==> src/rtl/fei4_tx_8b10b.sv <==
// FE-I4 style 8b10b serial frame transmitter: K28.7, three bytes per FIFO word, K28.3,
// with K28.5 commas while idle. Bit a of each symbol goes out first.

module encode_8b10b (
  input  logic [8:0] datain,
  input  logic       dispin,
  output logic [9:0] dataout,
  output logic       dispout
);
  logic       k;
  logic [4:0] x;
  logic [2:0] y;
  logic [5:0] c6;
  logic [3:0] c4;
  logic [3:0] k4;
  logic [9:0] code;
  logic       rd6;

  always_comb begin
    k  = datain[8];
    x  = datain[4:0];
    y  = datain[7:5];
    // 5b/6b codes in the RD- column (abcdei)
    case (x)
      5'd0:    c6 = 6'b100111;
      5'd1:    c6 = 6'b011101;
      5'd2:    c6 = 6'b101101;
      5'd3:    c6 = 6'b110001;
      5'd4:    c6 = 6'b110101;
      5'd5:    c6 = 6'b101001;
      5'd6:    c6 = 6'b011001;
      5'd7:    c6 = 6'b111000;
      5'd8:    c6 = 6'b111001;
      5'd9:    c6 = 6'b100101;
      5'd10:   c6 = 6'b010101;
      5'd11:   c6 = 6'b110100;
      5'd12:   c6 = 6'b001101;
      5'd13:   c6 = 6'b101100;
      5'd14:   c6 = 6'b011100;
      5'd15:   c6 = 6'b010111;
      5'd16:   c6 = 6'b011011;
      5'd17:   c6 = 6'b100011;
      5'd18:   c6 = 6'b010011;
      5'd19:   c6 = 6'b110010;
      5'd20:   c6 = 6'b001011;
      5'd21:   c6 = 6'b101010;
      5'd22:   c6 = 6'b011010;
      5'd23:   c6 = 6'b111010;
      5'd24:   c6 = 6'b110011;
      5'd25:   c6 = 6'b100110;
      5'd26:   c6 = 6'b010110;
      5'd27:   c6 = 6'b110110;
      5'd28:   c6 = 6'b001110;
      5'd29:   c6 = 6'b101110;
      5'd30:   c6 = 6'b011110;
      default: c6 = 6'b101011;
    endcase
    rd6 = dispin ^ ($countones(c6) != 3);
    case (y)
      3'd0:    c4 = 4'b1011;
      3'd1:    c4 = 4'b1001;
      3'd2:    c4 = 4'b0101;
      3'd3:    c4 = 4'b1100;
      3'd4:    c4 = 4'b1101;
      3'd5:    c4 = 4'b1010;
      3'd6:    c4 = 4'b0110;
      // alternate x.7 avoids a run of five equal bits across the sub-block boundary
      default: c4 = ((!rd6 && (x == 5'd17 || x == 5'd18 || x == 5'd20)) ||
                     (rd6 && (x == 5'd11 || x == 5'd13 || x == 5'd14))) ? 4'b0111 : 4'b1110;
    endcase
    case (y)
      3'd0:    k4 = 4'b0100;
      3'd1:    k4 = 4'b1001;
      3'd2:    k4 = 4'b0101;
      3'd3:    k4 = 4'b0011;
      3'd4:    k4 = 4'b0010;
      3'd5:    k4 = 4'b1010;
      3'd6:    k4 = 4'b0110;
      default: k4 = 4'b1000;
    endcase
    code[9:4] = (dispin && ($countones(c6) != 3 || x == 5'd7)) ? ~c6 : c6;
    code[3:0] = (rd6 && ($countones(c4) != 2 || y == 3'd3)) ? ~c4 : c4;
    if (k)
      code = dispin ? ~{6'b001111, k4} : {6'b001111, k4};
    dataout = code;
    dispout = dispin ^ ($countones(code) != 5);
  end
endmodule

module fei4_tx_8b10b #(
  parameter int unsigned MAX_WORDS = 16
) (
  input  logic        FCLK,
  input  logic        RESET,
  input  logic        ENABLE,
  input  logic        invert_tx_data,
  input  logic [23:0] data,
  input  logic        empty,
  output logic        read,
  output logic        TX_DATA,
  output logic        busy,
  output logic [15:0] word_cnt,
  output logic [15:0] frame_cnt
);
  localparam logic [15:0] MAX_W = 16'(MAX_WORDS);

  typedef enum logic [2:0] {IDLE, SOF, D0, D1, D2, EOF} state_t;

  state_t      state, state_nxt;
  logic [3:0]  bit_cnt;
  logic        load;
  logic        take;
  logic [8:0]  shreg;
  logic        rd;
  logic [15:0] hold_lo;
  logic [15:0] frame_words;
  logic [8:0]  enc_in;
  logic [9:0]  enc_out;
  logic        enc_disp;

  assign load = (bit_cnt == 4'd9);
  // SOF always starts a fresh frame, so its word limit check is trivially met
  assign take = !empty && (state == SOF || frame_words < MAX_W);

  always_ff @(posedge FCLK or posedge RESET) begin
    if (RESET) state <= IDLE;
    else       state <= state_nxt;
  end

  always_comb begin
    state_nxt = state;
    if (load) begin
      case (state)
        IDLE:    if (ENABLE && !empty) state_nxt = SOF;
        SOF, D2: state_nxt = take ? D0 : EOF;
        D0:      state_nxt = D1;
        D1:      state_nxt = D2;
        default: state_nxt = IDLE;
      endcase
    end
  end

  // D0 encodes straight from the FIFO head because the hold register latches on the same edge
  always_comb begin
    read   = load && take && (state == SOF || state == D2);
    enc_in = {1'b1, 8'hBC};
    case (state_nxt)
      SOF:     enc_in = {1'b1, 8'hFC};
      D0:      enc_in = {1'b0, data[23:16]};
      D1:      enc_in = {1'b0, hold_lo[15:8]};
      D2:      enc_in = {1'b0, hold_lo[7:0]};
      EOF:     enc_in = {1'b1, 8'h7C};
      default: enc_in = {1'b1, 8'hBC};
    endcase
  end

  encode_8b10b u_enc (
    .datain  (enc_in),
    .dispin  (rd),
    .dataout (enc_out),
    .dispout (enc_disp)
  );

  always_ff @(posedge FCLK or posedge RESET) begin
    if (RESET) begin
      bit_cnt     <= 4'd9;
      shreg       <= '0;
      TX_DATA     <= 1'b0;
      rd          <= 1'b0;
      busy        <= 1'b0;
      hold_lo     <= '0;
      frame_words <= '0;
      word_cnt    <= '0;
      frame_cnt   <= '0;
    end else begin
      if (load) begin
        bit_cnt <= 4'd0;
        shreg   <= enc_out[8:0];
        TX_DATA <= enc_out[9] ^ invert_tx_data;
        rd      <= enc_disp;
        busy    <= (state_nxt != IDLE);
        if (read) begin
          hold_lo     <= data[15:0];
          frame_words <= (state == SOF) ? 16'd1 : frame_words + 16'd1;
        end
        if (state == EOF && frame_cnt != 16'hFFFF)
          frame_cnt <= frame_cnt + 16'd1;
      end else begin
        bit_cnt <= bit_cnt + 4'd1;
        shreg   <= {shreg[7:0], 1'b0};
        TX_DATA <= shreg[8] ^ invert_tx_data;
      end
      if (read) word_cnt <= word_cnt + 16'd1;
    end
  end
endmodule

==> config.mk <==
export PLATFORM = sky130hd
export DESIGN_NAME = fei4_tx_8b10b
export DESIGN_NICKNAME = d
export VERILOG_FILES = /design/src/rtl/fei4_tx_8b10b.sv
export SDC_FILE = /design/constraint.sdc
export NUM_CORES = 1
export LEC_CHECK = 0
export CORE_MARGIN = 5
export CORE_UTILIZATION = 48
export DETAILED_ROUTE_END_ITERATION = 12
export PLACE_DENSITY = 0.73
export RECOVER_POWER = 25
export SYNTH_ARGS = -nofsm -noshare
export SYNTH_HDL_FRONTEND = slang
export SYNTH_SLANG_ARGS = --single-unit
==> constraint.sdc <==
create_clock -name FCLK -period 9.1 [get_ports FCLK]
set_input_delay 0.91 -clock FCLK [delete_from_list [all_inputs] [get_ports FCLK]]
set_output_delay 0.91 -clock FCLK [all_outputs]
set_load 0.05 [all_outputs]
==> results_dict.tcl <==
set metrics [dict create \
    maxCapViolations 0 \
    violations "negative setup slack" \
    num_vias 4930 \
    rows 38 \
    io_buffers 63 \
    clkLatencyLatePin_ns 0.35 \
    clock_skew_ns 0.00900 \
    synth_seq_cells 83 \
    final-seq-area_um2 2080 \
    max_freq_mhz 108 \
    path_buf_inv 6 \
    post-place-ws_ns -0.670 \
    antenna_found_initial 0 \
    dp_hpwl_um 9820 \
    dr.pass1.iters 6 \
    cts-htree-levels 3 \
    cts_tree "done" \
    clock-sinks 83 \
    report.final.slew_viol_count 0 \
    initial_core_util_pct 49.6 \
    ys_warn_count 0 \
    nets 768 \
    drt_iter0_drc 355 \
    seq_area_frac_synth_pct 38.2 \
    worst_pin_slew_ns 1.02 \
    core_um2 11000 \
    worstHoldEndpoint "shreg[5]" \
    die_w_um 116 \
    drive_gt1_share_pct 30.3 \
    critical_path_class "input pin to flop" \
    grt_max_degree 84 \
    drt_wl_total_um 14600 \
    root_buffer "clkbuf_16" \
    cts.path.max_buffers 2 \
    min_period_ns 9.26 \
    worstRegToRegCells 41 \
    viasPerCell 5.77 \
    worstPathRequired_ns 9.37 \
    globalplace.congestion 0.874 \
    syn_nets 621 \
    layout_setup_ws_ns -0.161 \
    r2r_start "frame_words[9]" \
    path_max_fanout 6 \
    syn2layout_area_growth_pct 38.0 \
    cpMostUsedCell "fa_2" \
    hold_violations 0 \
    clkTransAtPathRegs_ns 0.07 \
    gr-usage-all-layers_pct 21.1 \
    overflow 0 \
    postSynthAreaPerCell_um2 9.68 \
    cpPeakStageDelay_ns 0.50 \
    regToRegSetupSlack_ns -0.16 \
    cp_slowest_cell "fa_1" \
    hp-class "flop to flop" \
    crit_family "adder cells" \
    drc 0 \
    grt_pass1_vias 4814 \
    multiInputGateArea_um2 3460 \
    grt_pass1_wl_um 22700 \
    setup_viol 1 \
    hp-start "shreg[4]" \
    synthFlopType "dfrtp_1" \
    dieArea_um2 13600 \
    rr_endpoint "rd" \
    wl_per_cell_um 17.1 \
    worstPathArrival_ns 9.53 \
    relSlewSlack_pct 32.0 \
    endpoint_kind "flop" \
    synth_edf_count 0 \
    hold_depth 2 \
    synth-async-reset-ratio_pct 100 \
    syn_inst 562 \
    nFillCells 788 \
    diodes 0 \
    cts_buffers 9 \
    grt_setup_unrepaired "yes" \
    startpoint_type "input pin" \
    dieHeight_um 116 \
    timing.final.crit_share_pct 102 \
    synthesis.area_um2 5440 \
    ant_nets 0 \
    status "finished with violations" \
    synth_cell_types 84 \
    ios 64 \
]
worst reg2reg max path: cells and delay by family (launching register included):
family	cells	cell delay (ns)
AO/OA/AOI/OAI	12	2.63
XOR/XNOR	2	0.33
adder cells (fa/ha/maj)	10	3.28
buffers and inverters	6	0.55
flip-flops	1	0.37
AND/OR/NAND/NOR	11	2.04
worst max path at each step:
stage,startpoint,to,slack [ns],depth (start not counted)
after floorplan,frame_words[11],rd,0.03,42
after global routing,frame_words[9],rd,-0.50,41
after CTS,ENABLE,rd,0.0005,40
after detailed placement,empty,rd,-0.67,40
after global placement,empty,rd,-0.35,40
final,empty,rd,-0.16,41
synth_stat cells (all sizes together), types with 10 or more instances:
master   n  area share [%]
mux2    22             4.6
a31oi   10             1.8
dfrtp   81              37
xnor2   33             5.3
nand2   60             4.3
o21ai   31             2.9
nand4   11             1.3
nand3   21             1.9
a21oi   22             2.1
inv     35             2.4
xor2    14             2.3
nor2    49             3.5
ha      21             4.8
buf     13             1.7
flip-flops by register name, indices dropped and copies added (netlist names):
name and cells:
word_cnt 16, rd 1, shreg 9, bit_cnt 4
state 3, busy 1, frame_words 16, hold_lo 16
frame_cnt 16, TX_DATA 1
placed cells by master (no fill, tap or decap), types with 20 or more instances in the layout:
cell type / n
mux2_2: 20
xnor2_1: 32
dfrtp_1: 78
inv_1: 30
nor2_1: 45
o21ai_0: 22
buf_4: 88
clkdlybuf4s50_1: 62
nand2_1: 54
stage by stage:
step / hold WS, ns / utilization (%) / instance area [um2] / setup TNS [ns] / instances
floorplan: 0.421 / - / 5470 / 0 / 562
global placement: 0.438 / 60.6 / 6660 / -0.347 / 809
detailed placement: 0.451 / 60.6 / 6660 / -0.670 / 809
CTS: 0.459 / 65.2 / 7160 / 0 / 839
global route: 0.478 / 68.4 / 7510 / -0.496 / 854
finish: 0.456 / 68.4 / 7510 / -0.161 / 854
final cells by class:
type	instances	share of cell area (%)
inverters	35	1.80
well taps	140	2.33
repair buffers	157	18.1
clock inverters	7	0.933
clock buffers	9	3.00
flip-flops and latches	83	27.7
multi-input cells	423	46.1
kinds of logic (layout without fill, tap and decap cells):
| family | after synthesis | count (layout) | synth area share [%] |
|---|---|---|---|
| AND/OR/NAND/NOR | 195 | 195 | 18.2 |
| AO/OA/AOI/OAI | 122 | 123 | 17.5 |
| flip-flops | 83 | 83 | 38.2 |
| buffers and inverters | 57 | 208 | 4.69 |
| XOR/XNOR | 47 | 47 | 7.56 |
| adder cells (fa/ha/maj) | 30 | 30 | 8.14 |
| multiplexers | 28 | 28 | 5.72 |
what timing repair did:
item	CTS	global route
gates resized for setup	23	55
endpoints found under the setup margin	1	1
setup buffers	14	14
hold buffers	0	0
cloned	0	1
pin swaps	24	43
layer usage:
metal / vias to the layer above / GRT usage [%] / share of wire [%]
li1: 2309 / - / -
met1: 2398 / 26.8 / 42
met2: 179 / 35.5 / 49
met3: 44 / 3.99 / 5.5
met4: 0 / 8.20 / 3.8
met5: - / 0 / 0
Power is not shown: default switching activity piles up to over one toggle a cycle in this logic, so the estimate is an artifact.
